`config.mk`:
```
export PLATFORM = sky130hd
export DESIGN_NAME = imu_read_seq_flat
export DESIGN_NICKNAME = d
export VERILOG_FILES = /design/src/rtl/imu_read_seq_if.sv /design/src/rtl/imu_read_seq.sv /design/src/flat_wrapper.sv
export SDC_FILE = /design/constraint.sdc
export NUM_CORES = 1
export LEC_CHECK = 0
export ABC_AREA = 1
export BUFFER_PORTS_ARGS = -buffer_cell sky130_fd_sc_hd__buf_2
export CORE_MARGIN = 2
export CORE_UTILIZATION = 30
export DETAILED_ROUTE_END_ITERATION = 16
export MAX_ROUTING_LAYER = met4
export PLACE_DENSITY = 0.51
export SETUP_SLACK_MARGIN = 0.4
export SYNTH_ARGS = -nofsm -noshare
export SYNTH_HDL_FRONTEND = slang
export SYNTH_SLANG_ARGS = --single-unit
```
`constraint.sdc`:
```
create_clock -name clk -period 3.49 [get_ports clk]
set_input_delay 0.1745 -clock clk [delete_from_list [all_inputs] [get_ports clk]]
set_output_delay 0.1745 -clock clk [all_outputs]
set_load 0.005 [all_outputs]
```
`src/rtl/imu_read_seq_if.sv`:
```
// -----------------------------------------------------------------------------
// imu_read_seq_if
//
// Command/response link between the IMU read sequencer and the SPI master.
//
// Handshake: the issuing side raises spi_wrt for exactly one cycle with
// spi_cmd valid in that same cycle. spi_cmd is then held until the next
// spi_wrt. Only one transaction may be outstanding. spi_wrt acts as "valid",
// and the SPI master is implicitly ready whenever no transaction is
// outstanding. The SPI master closes the transaction with a one-cycle
// spi_done pulse. spi_rd_data is valid only in that spi_done cycle.
//
// Signals:
//   spi_wrt      start pulse for one SPI transaction
//   spi_cmd      16-bit command word for the transaction
//   spi_done     completion pulse from the SPI master
//   spi_rd_data  byte returned by the transaction, valid with spi_done
//
// Modports:
//   master  the sequencer that issues commands
//   slave   the SPI master that executes them
// -----------------------------------------------------------------------------
interface imu_read_seq_if;
  logic        spi_wrt;
  logic [15:0] spi_cmd;
  logic        spi_done;
  logic [7:0]  spi_rd_data;

  modport master (
    output spi_wrt,
    output spi_cmd,
    input  spi_done,
    input  spi_rd_data
  );

  modport slave (
    input  spi_wrt,
    input  spi_cmd,
    output spi_done,
    output spi_rd_data
  );
endinterface

```
`src/rtl/imu_read_seq.sv`:
```
// -----------------------------------------------------------------------------
// imu_read_seq
//
// Owns the SPI link to the inertial sensor. The sequence is:
//   1. After reset, wait INIT_WAIT cycles for the sensor to power up.
//   2. Write four configuration registers.
//   3. Each time the data-ready interrupt is seen, read pitch-rate low/high
//      and AZ low/high.
//   4. Publish the two assembled words with a one-cycle vld strobe.
//
// Parameters:
//   INIT_WAIT  idle cycles after reset before the first configuration write
//              (minimum 1)
//
// Ports:
//   clk        system clock, rising edge
//   rst        synchronous active-high reset
//   INT        sensor data-ready, asynchronous and level-sensitive
//   spi        command/response link to the SPI master (master modport)
//   init_done  high once all configuration writes have completed
//   ptch_rt    pitch rate {high byte, low byte}
//   AZ         Z acceleration {high byte, low byte}
//   vld        one-cycle strobe: ptch_rt/AZ hold a fresh sample
//   dbg_state  current FSM state, for observation only
// -----------------------------------------------------------------------------
module imu_read_seq #(
  parameter int unsigned INIT_WAIT = 16'hFFFF
) (
  input  logic           clk,
  input  logic           rst,
  input  logic           INT,
  imu_read_seq_if.master spi,
  output logic           init_done,
  output logic [15:0]    ptch_rt,
  output logic [15:0]    AZ,
  output logic           vld,
  output logic [2:0]     dbg_state
);

  typedef enum logic [2:0] {
    WAIT_PWR  = 3'd0,
    CFG_ISSUE = 3'd1,
    CFG_WAIT  = 3'd2,
    IDLE      = 3'd3,
    RD_ISSUE  = 3'd4,
    RD_WAIT   = 3'd5,
    PUBLISH   = 3'd6
  } state_t;

  // Terminal value of the power-up counter.
  localparam logic [15:0] WAIT_LAST = 16'(INIT_WAIT - 1);

  state_t      state;
  logic [15:0] pwr_cnt;
  logic [1:0]  idx;
  logic [1:0]  idx_next;

  // Bytes of the current burst that arrive before the last one. The AZ high
  // byte is not stored: it goes straight from spi_rd_data into AZ, so both
  // words update together in the cycle after the final spi_done.
  logic [7:0]  rate_lo;
  logic [7:0]  rate_hi;
  logic [7:0]  az_lo;

  logic        int_meta;
  logic        int_sync;

  assign idx_next  = idx + 2'd1;
  assign dbg_state = state;

  // Configuration command for step i.
  function automatic logic [15:0] cfg_cmd(input logic [1:0] i);
    case (i)
      2'd0:    cfg_cmd = 16'h0D02;  // data-ready interrupt enable
      2'd1:    cfg_cmd = 16'h1053;  // accel ODR
      2'd2:    cfg_cmd = 16'h1150;  // gyro ODR
      default: cfg_cmd = 16'h1460;  // rounding
    endcase
  endfunction

  // Read command for step i.
  function automatic logic [15:0] rd_cmd(input logic [1:0] i);
    case (i)
      2'd0:    rd_cmd = 16'hA200;   // pitch-rate low
      2'd1:    rd_cmd = 16'hA300;   // pitch-rate high
      2'd2:    rd_cmd = 16'hAC00;   // AZ low
      default: rd_cmd = 16'hAD00;   // AZ high
    endcase
  endfunction

  // Two-flop synchronizer for the asynchronous data-ready level.
  always_ff @(posedge clk) begin
    if (rst) begin
      int_meta <= 1'b0;
      int_sync <= 1'b0;
    end else begin
      int_meta <= INT;
      int_sync <= int_meta;
    end
  end

  // Sequencer.
  // spi_wrt/spi_cmd are loaded on the transition INTO an ISSUE state. That way
  // the registered pulse is high during the ISSUE cycle itself. As a result,
  // the next command goes out the cycle right after spi_done.
  always_ff @(posedge clk) begin
    if (rst) begin
      state       <= WAIT_PWR;
      pwr_cnt     <= 16'h0000;
      idx         <= 2'd0;
      spi.spi_wrt <= 1'b0;
      spi.spi_cmd <= 16'h0000;
      init_done   <= 1'b0;
      ptch_rt     <= 16'h0000;
      AZ          <= 16'h0000;
      vld         <= 1'b0;
      rate_lo     <= 8'h00;
      rate_hi     <= 8'h00;
      az_lo       <= 8'h00;
    end else begin
      // Pulse outputs default low; they are raised only on the transitions
      // below.
      spi.spi_wrt <= 1'b0;
      vld         <= 1'b0;

      case (state)
        WAIT_PWR: begin
          if (pwr_cnt == WAIT_LAST) begin
            idx         <= 2'd0;
            spi.spi_wrt <= 1'b1;
            spi.spi_cmd <= cfg_cmd(2'd0);
            state       <= CFG_ISSUE;
          end else begin
            pwr_cnt <= pwr_cnt + 16'd1;
          end
        end

        CFG_ISSUE: begin
          state <= CFG_WAIT;
        end

        CFG_WAIT: begin
          if (spi.spi_done) begin
            idx <= idx_next;
            if (idx == 2'd3) begin
              init_done <= 1'b1;
              state     <= IDLE;
            end else begin
              spi.spi_wrt <= 1'b1;
              spi.spi_cmd <= cfg_cmd(idx_next);
              state       <= CFG_ISSUE;
            end
          end
        end

        IDLE: begin
          if (int_sync) begin
            idx         <= 2'd0;
            spi.spi_wrt <= 1'b1;
            spi.spi_cmd <= rd_cmd(2'd0);
            state       <= RD_ISSUE;
          end
        end

        RD_ISSUE: begin
          state <= RD_WAIT;
        end

        RD_WAIT: begin
          if (spi.spi_done) begin
            idx <= idx_next;
            case (idx)
              2'd0:    rate_lo <= spi.spi_rd_data;
              2'd1:    rate_hi <= spi.spi_rd_data;
              2'd2:    az_lo   <= spi.spi_rd_data;
              default: ;
            endcase
            if (idx == 2'd3) begin
              // Both words load in one edge, so the integrator never sees a
              // half-updated sample.
              ptch_rt <= {rate_hi, rate_lo};
              AZ      <= {spi.spi_rd_data, az_lo};
              vld     <= 1'b1;
              state   <= PUBLISH;
            end else begin
              spi.spi_wrt <= 1'b1;
              spi.spi_cmd <= rd_cmd(idx_next);
              state       <= RD_ISSUE;
            end
          end
        end

        PUBLISH: begin
          // The sample was loaded on entry; this cycle carries the vld strobe.
          state <= IDLE;
        end

        default: begin
          state <= WAIT_PWR;
        end
      endcase
    end
  end

endmodule

```
`src/flat_wrapper.sv`:
```
// flat-port wrapper written by rule: the top's interface ports become plain ports
module imu_read_seq_flat 
#(
  parameter int unsigned INIT_WAIT = 16'hFFFF
)
  (clk, rst, INT, init_done, ptch_rt, AZ, vld, dbg_state, spi_spi_wrt, spi_spi_cmd, spi_spi_done, spi_spi_rd_data);
  imu_read_seq_if spi_i ();
  input  logic clk;
  input  logic rst;
  input  logic INT;
  output logic init_done;
  output logic [15:0] ptch_rt;
  output logic [15:0] AZ;
  output logic vld;
  output logic [2:0] dbg_state;
  output wire logic [$bits(spi_i.spi_wrt)-1:0] spi_spi_wrt;
  output wire logic [$bits(spi_i.spi_cmd)-1:0] spi_spi_cmd;
  input wire logic [$bits(spi_i.spi_done)-1:0] spi_spi_done;
  input wire logic [$bits(spi_i.spi_rd_data)-1:0] spi_spi_rd_data;
  assign spi_spi_wrt = spi_i.spi_wrt;
  assign spi_spi_cmd = spi_i.spi_cmd;
  assign spi_i.spi_done = spi_spi_done;
  assign spi_i.spi_rd_data = spi_spi_rd_data;
  imu_read_seq #(.INIT_WAIT(INIT_WAIT)) u_core (.clk(clk), .rst(rst), .INT(INT), .spi(spi_i), .init_done(init_done), .ptch_rt(ptch_rt), .AZ(AZ), .vld(vld), .dbg_state(dbg_state));
endmodule
```
==> flow_summary.json, run 1 <==
{
  "status": "finished clean",
  "setup_slack_ns": 1.478,
  "criticalPathCategory": "reg2reg",
  "cts-root-buf": "clkbuf_16",
  "avgSynthCellArea_um2": 7.371,
  "synth_edf_count": 0,
  "worstSetupEndpointType": "register",
  "synth_area_um2": 3988,
  "multi_input_area_um2": 1857,
  "core_um2": 13090,
  "ys.flop_type": "dfxtp_1",
  "grt_max_degree": 40,
  "cap_violations": 0,
  "utilization": 0.3570,
  "ys_ff_latch": 92,
  "drt_wl_total_um": 9294,
  "power.leakage_nw": 1.988,
  "synth_most_common_cell": "nor2_1",
  "dieArea_um2": 14230,
  "clkTransAtPathRegs_ns": 0.07,
  "grt_usage": 0.1403,
  "fp.dieH_um": 119.3,
  "chipWidth_um": 119.3,
  "critPathSlowestCell": "dfxtp_1",
  "hp-class": "in2reg",
  "pre_cts_slack_ns": 1.461,
  "initial_core_util": 0.3047,
  "drive_above_1_share": 0.1722,
  "power_density_nw_per_um2": 472.7,
  "grt_antenna_before_repair": 0,
  "drt_pass1_iterations": 5,
  "drc": 0,
  "hold_slack_ns": 0.05087,
  "power_mw": 2.208,
  "period_minus_slack_ns": 2.012,
  "vias": 3504,
  "skew_ns": 0.009685,
  "peakVddDrop_mv": 0.2384,
  "worst-path-max-fanout": 34,
  "start_kind": "register",
  "num_rows": 42,
  "synth_top_area_cell": "dfxtp_1",
  "clk_latency_ns": 0.36,
  "yosysWarningCount": 0,
  "dp_hpwl_um": 6538,
  "area_growth_pct": 17.13,
  "fillers": 1415,
  "max_stage_delay_ns": 0.53,
  "async_flop_share": 0,
  "viasPerCell": 4.527,
  "place_congestion": 0.7961,
  "synth_area_leaders": "dfxtp_1 46%, nor2_1 14%, o21ai_0 8.4%",
  "clk_path_buf_depth": 2,
  "synth_common_cells": "148 x nor2_1, 92 x dfxtp_1, 82 x nand2_1, 67 x o21ai_0, 27 x a21oi_1",
  "cts_hold_buf": 0,
  "numCtsBuffers": 9,
  "register_area_um2": 1842,
  "post_cts_buffers": 0,
  "syn_inst": 541,
  "route.antenna.remaining_nets": 0,
  "fin_crit_sh": 0.5766,
  "worstPathRequired_ns": 3.78,
  "setup_tns_ns": 0,
  "grt_pass1_wl_um": 15500,
  "max_freq_mhz": 496.9,
  "synth_top_area_frac": 0.4619,
  "cp.arrival_ns": 2.30,
  "wl_per_cell_um": 12.01,
  "slew_violations": 0,
  "setup_viol": 0,
  "cts.sinks": 92,
  "seq_area_frac_synth": 0.4619,
  "max_slew_margin": 0.3790,
  "rsz0062_at_grt": "false",
  "cts_tree": "done",
  "worstMarginPinSlew_ns": 0.9304,
  "cts.htree.levels": 3,
  "finalHoldViolations": 0,
  "cts_resized": 0,
  "drtIter0Drc": 151,
  "n_antenna_cell": 0,
  "cp_common_cell": "nor2_1",
  "grt_pass1_vias": 3271,
  "globalRouteOverflowTotal": 0,
  "io_pins": 66,
  "ys_types": 33,
  "crit_chain": "inv_4 > nor2_4 > nand2_4 > nor2_1 > nand2_1 > buf_4 > inv_2 > nor2_1 > nor2_1",
  "final_nets": 613,
  "port_buffers": 61
}
[routing by layer]
layer,up-vias,global-route usage,part of all wire
met3,9,0.04215,0.051
met5,-,-,0
li1,1825,-,-
met4,0,0.04412,0.0094
met2,75,0.2234,0.46
met1,1595,0.1714,0.48
[where the power goes]
| part | internal [mW] | leakage [nW] | switching (mW) | total (mW) |
|---|---|---|---|---|
| Sequential | 1.06 | 0.742 | 0.0203 | 1.08 |
| Clock | 0.509 | 0.146 | 0.478 | 0.988 |
| Combinational | 0.0444 | 1.10 | 0.0933 | 0.138 |
[cells in the final DEF (no fill, tap or decap), types with 2 or more instances in the layout]
cell type  instances
o21ai_0           67
xor2_1             3
nor3_1             2
nand2_4            2
dfxtp_1           92
inv_8              2
nand2_2            7
buf_4              4
ha_1               8
nor2_4             2
xnor2_1            7
clkinv_8           2
buf_2             61
inv_2              3
inv_1             25
clkbuf_16          9
nor2_2             3
nand3_1           22
a21oi_1           27
nor2_1           148
nand4_1            4
conb_1             4
nand2_1           82
[area by class of cell]
cell class                 count  area share
tap                          176     0.04715
clock buffer                   9     0.04822
multi-input combinational    396      0.3975
inverter                      29     0.02384
timing repair buffer          65     0.07179
sequential                    92      0.3943
clock inverter                 7     0.01714
[worst max-delay path: cells and delay by family, from the launching register on]
kind	cells	cell delay, ns
buffers and inverters	3	0.75
flip-flops	1	0.53
AND/OR/NAND/NOR	6	0.64
[per-stage QoR]
stage                     instances  area (um^2)
after floorplan                 544         3999
after global placement          758         4365
after detailed placement        758         4365
after CTS                       774         4671
after global routing            774         4671
final                           774         4671
[sequential cells by signal, indices dropped and copies added (netlist names)]
name	count
u_core.AZ	16
u_core.az_lo	8
u_core.dbg_state	3
u_core.idx	2
u_core.init_done	1
u_core.int_meta	1
u_core.int_sync	1
u_core.ptch_rt	16
u_core.pwr_cnt	16
u_core.rate_hi	8
u_core.rate_lo	8
u_core.spi.spi_cmd	10
u_core.spi.spi_wrt	1
u_core.vld	1
[logic make-up after synthesis]
kind of cell	share of synthesized area
and+or+nand+nor	0.2833
AOI/OAI and AO/OA	0.1315
DFF	0.4619
buffers and inverters	0.07530
xor gates and xnor gates	0.02197
adders and majority gates	0.02510
other	0.0009404
[path summary, 6_finish.rpt]
path                                         start                               to  slack (ns)  depth (start not counted)
setup / recovery  u_core.dbg_state[0]$_SDFFE_PP0P_  u_core.ptch_rt[10]$_SDFFE_PP0P_        1.48                          9
hold reg to reg         u_core.int_meta$_SDFF_PP0_       u_core.int_sync$_SDFF_PP0_        0.40                          2
setup reg to reg  u_core.dbg_state[0]$_SDFFE_PP0P_  u_core.ptch_rt[10]$_SDFFE_PP0P_        1.48                          9
hold / removal                                 INT       u_core.int_meta$_SDFF_PP0_        0.05                          3
Power figures use the tool's default switching activity.
==> inputs of run 2 (changes only) <==
clock period = 1.9 ns   (was 3.49 ns; I/O delays follow)
==> run 2 against run 1 <==
Compared with the run above: via count up 5.0%; routed wire length rose by 10%; clock power grew 69%; combinational power rose to 3.1 times the previous value; first-iteration DRC count decreased by 25%; final cell count rose by 3.6%; critical endpoint is now u_core.pwr_cnt[5]$_SDFFE_PP0P_.
==> flow_summary.json, run 2 (same netlist as run 1, synthesis figures left out) <==
{
  "drtIter0Drc": 114,
  "fin_crit_sh": 0.7764,
  "drc": 0,
  "r2r_slack_ns": 0.42,
  "setup_tns_ns": 0,
  "initial_core_util": 0.3047,
  "cp_top_family": "flip-flops",
  "grt_antenna_before_repair": 0,
  "route.antenna.remaining_nets": 0,
  "cts.sinks": 92,
  "worst-path-max-fanout": 7,
  "p_comb_frac": 0.105,
  "cap_violations": 0,
  "switching_share": 0.2581,
  "slew_violations": 0,
  "power.sequential.fraction": 0.487,
  "wl_per_cell_um": 12.79,
  "dp_hpwl_um": 6918,
  "holdPathStages": 3,
  "vias": 3680,
  "clkPwrFrac": 0.408,
  "clk_path_buf_depth": 2,
  "reg_top3": "u_core.AZ x16, u_core.ptch_rt x16, u_core.pwr_cnt x16",
  "min_from": "spi_spi_rd_data[7]",
  "max_freq_mhz": 677.9,
  "numCtsBuffers": 9,
  "grt_pass1_vias": 3363,
  "power.leakage_nw": 2.195,
  "grt_use_met2": 0.2360,
  "dp_cells": 767,
  "reg2reg_to": "u_core.pwr_cnt[5]$_SDFFE_PP0P_",
  "fp.dieH_um": 119.3,
  "clk_latency_ns": 0.34,
  "cell_internal_pwr_mw": 3.028,
  "core_um2": 13090,
  "io_pins": 66,
  "area_growth_pct": 29.46,
  "worstReg2RegStart": "u_core.pwr_cnt[1]$_SDFFE_PP0P_",
  "dieArea_um2": 14230,
  "utilization": 0.3945,
  "peakVddDrop_mv": 0.3418,
  "final_cell_mix": "143 x nor2_1, 77 x nand2_1, 74 x dfxtp_1, 61 x buf_2, 53 x o21ai_0",
  "final_nets": 642,
  "crit_chain": "ha_4 > inv_2 > nor2_4 > nand2_4 > o21ai_4 > buf_6 > buf_16 > nand2_1 > a21oi_1",
  "status": "finished clean",
  "hp-class": "in2reg",
  "max_stage_delay_ns": 0.39,
  "path_buf_inv": 3,
  "finalNonFillerCells": 802,
  "clkTransAtPathRegs_ns": 0.07,
  "n_antenna_cell": 0,
  "grt_use_met1": 0.1845,
  "grt_busiest_layer": "met2",
  "grt_usage": 0.1469,
  "reg2reg_depth": 9,
  "layout_commonest_cell": "nor2_1",
  "power_mw": 4.082,
  "min_to": "u_core.rate_hi[7]$_SDFFE_PP0P_",
  "cts-root-buf": "clkbuf_16",
  "switching_power_mw": 1.054,
  "period_minus_slack_ns": 1.475,
  "globalRouteOverflowTotal": 0,
  "drt_pass1_iterations": 4,
  "place_congestion": 0.8518,
  "drive_above_1_share": 0.2907,
  "viasPerCell": 4.589,
  "use_met3": 0.03113,
  "rsz0062_at_grt": "true",
  "chipWidth_um": 119.3,
  "criticalPathCategory": "reg2reg",
  "finalHoldViolations": 0,
  "cp.arrival_ns": 1.74,
  "num_rows": 42,
  "port_buffers": 61,
  "power_density_nw_per_um2": 790.7,
  "grt_pass1_wl_um": 16300,
  "critPathSlowestCell": "dfxtp_2",
  "worstSetupEndpointType": "register",
  "skew_ns": 0.008839,
  "setup_viol": 0,
  "worstPathRequired_ns": 2.17,
  "drt_wl_total_um": 10260,
  "cts_tree": "done",
  "cts.htree.levels": 3,
  "grt_max_degree": 62,
  "start_kind": "register"
}
## run 2: cell count changes in the layout (fill, tap and decap cells not counted), sizes merged
cell	previous run	this run
clkinv	3	4
dlygate4sd3	0	1
buf	65	91
inv	32	30
nand2	91	93
## run 2: worst reg2reg max path, cell delays in order (launching register included)
cell and delay, ns:
dfxtp_2 0.39, ha_4 0.15, inv_2 0.03, nor2_4 0.11, nand2_4 0.08, o21ai_4 0.22
buf_6 0.15, buf_16 0.12, nand2_1 0.05, a21oi_1 0.10
## run 2: power by group through the flow
| stage | sequential, mW | clock, mW | combinational [mW] |
|---|---|---|---|
| after floorplan | 2.02 | 0 | 0.207 |
| after global placement | 2.02 | 0 | 0.284 |
| after detailed placement | 2.02 | 0 | 0.287 |
| after CTS | 1.98 | 1.73 | 0.367 |
| after global routing | 1.99 | 1.81 | 0.466 |
| final | 1.99 | 1.67 | 0.427 |
## run 2: timing repair
action                                 CTS  global route
setup endpoints to repair               68            79
resized for setup                       30            70
hold buffers                             1             0
buffers inserted                         5            11
pin swaps                                5            31
endpoints found under the hold margin    1             0
gates cloned                             3             0
## run 2: cell type report
type / count / area [um^2]
Multi-Input combinational cell: 398 / 2066
Fill cell: 1398 / 7923
Inverter: 29 / 122.6
Sequential cell: 92 / 1874
Clock buffer: 9 / 225.2
Tap cell: 176 / 220.2
Clock inverter: 6 / 48.80
Timing Repair Buffer: 92 / 605.6
## run 2: how the worst max path moves through the flow
stage	to	start	cells past startpoint
after floorplan	u_core.spi.spi_cmd[10]$_SDFFE_PP0P_	u_core.dbg_state[0]$_SDFFE_PP0P_	10
after global placement	u_core.spi.spi_cmd[10]$_SDFFE_PP0P_	u_core.idx[1]$_SDFFE_PP0P_	6
after detailed placement	u_core.spi.spi_cmd[10]$_SDFFE_PP0P_	u_core.dbg_state[2]$_SDFFE_PP0P_	7
after CTS	u_core.spi.spi_cmd[11]$_SDFFE_PP0P_	u_core.idx[1]$_SDFFE_PP0P_	6
after global routing	u_core.idx[0]$_SDFFE_PP0P_	u_core.pwr_cnt[1]$_SDFFE_PP0P_	9
final	u_core.pwr_cnt[5]$_SDFFE_PP0P_	u_core.pwr_cnt[1]$_SDFFE_PP0P_	9
## run 2: per-layer routing
layer | up-vias | part of all wire
met5 | - | 0
met4 | 0 | 0.010
met3 | 11 | 0.039
met2 | 80 | 0.48
met1 | 1705 | 0.47
li1 | 1884 | -
## run 2: through the flow
stage          hold WS [ns]  setup slack [ns]  area, um^2
2_1_floorplan        0.2020            0.4367        3999
3_3_place_gp         0.3137            0.2118        4433
3_5_place_dp         0.3249            0.1992        4433
4_1_cts             0.02781            0.3765        4882
5_1_grt             0.04959            0.3460        5162
6_report            0.04097            0.4249        5162
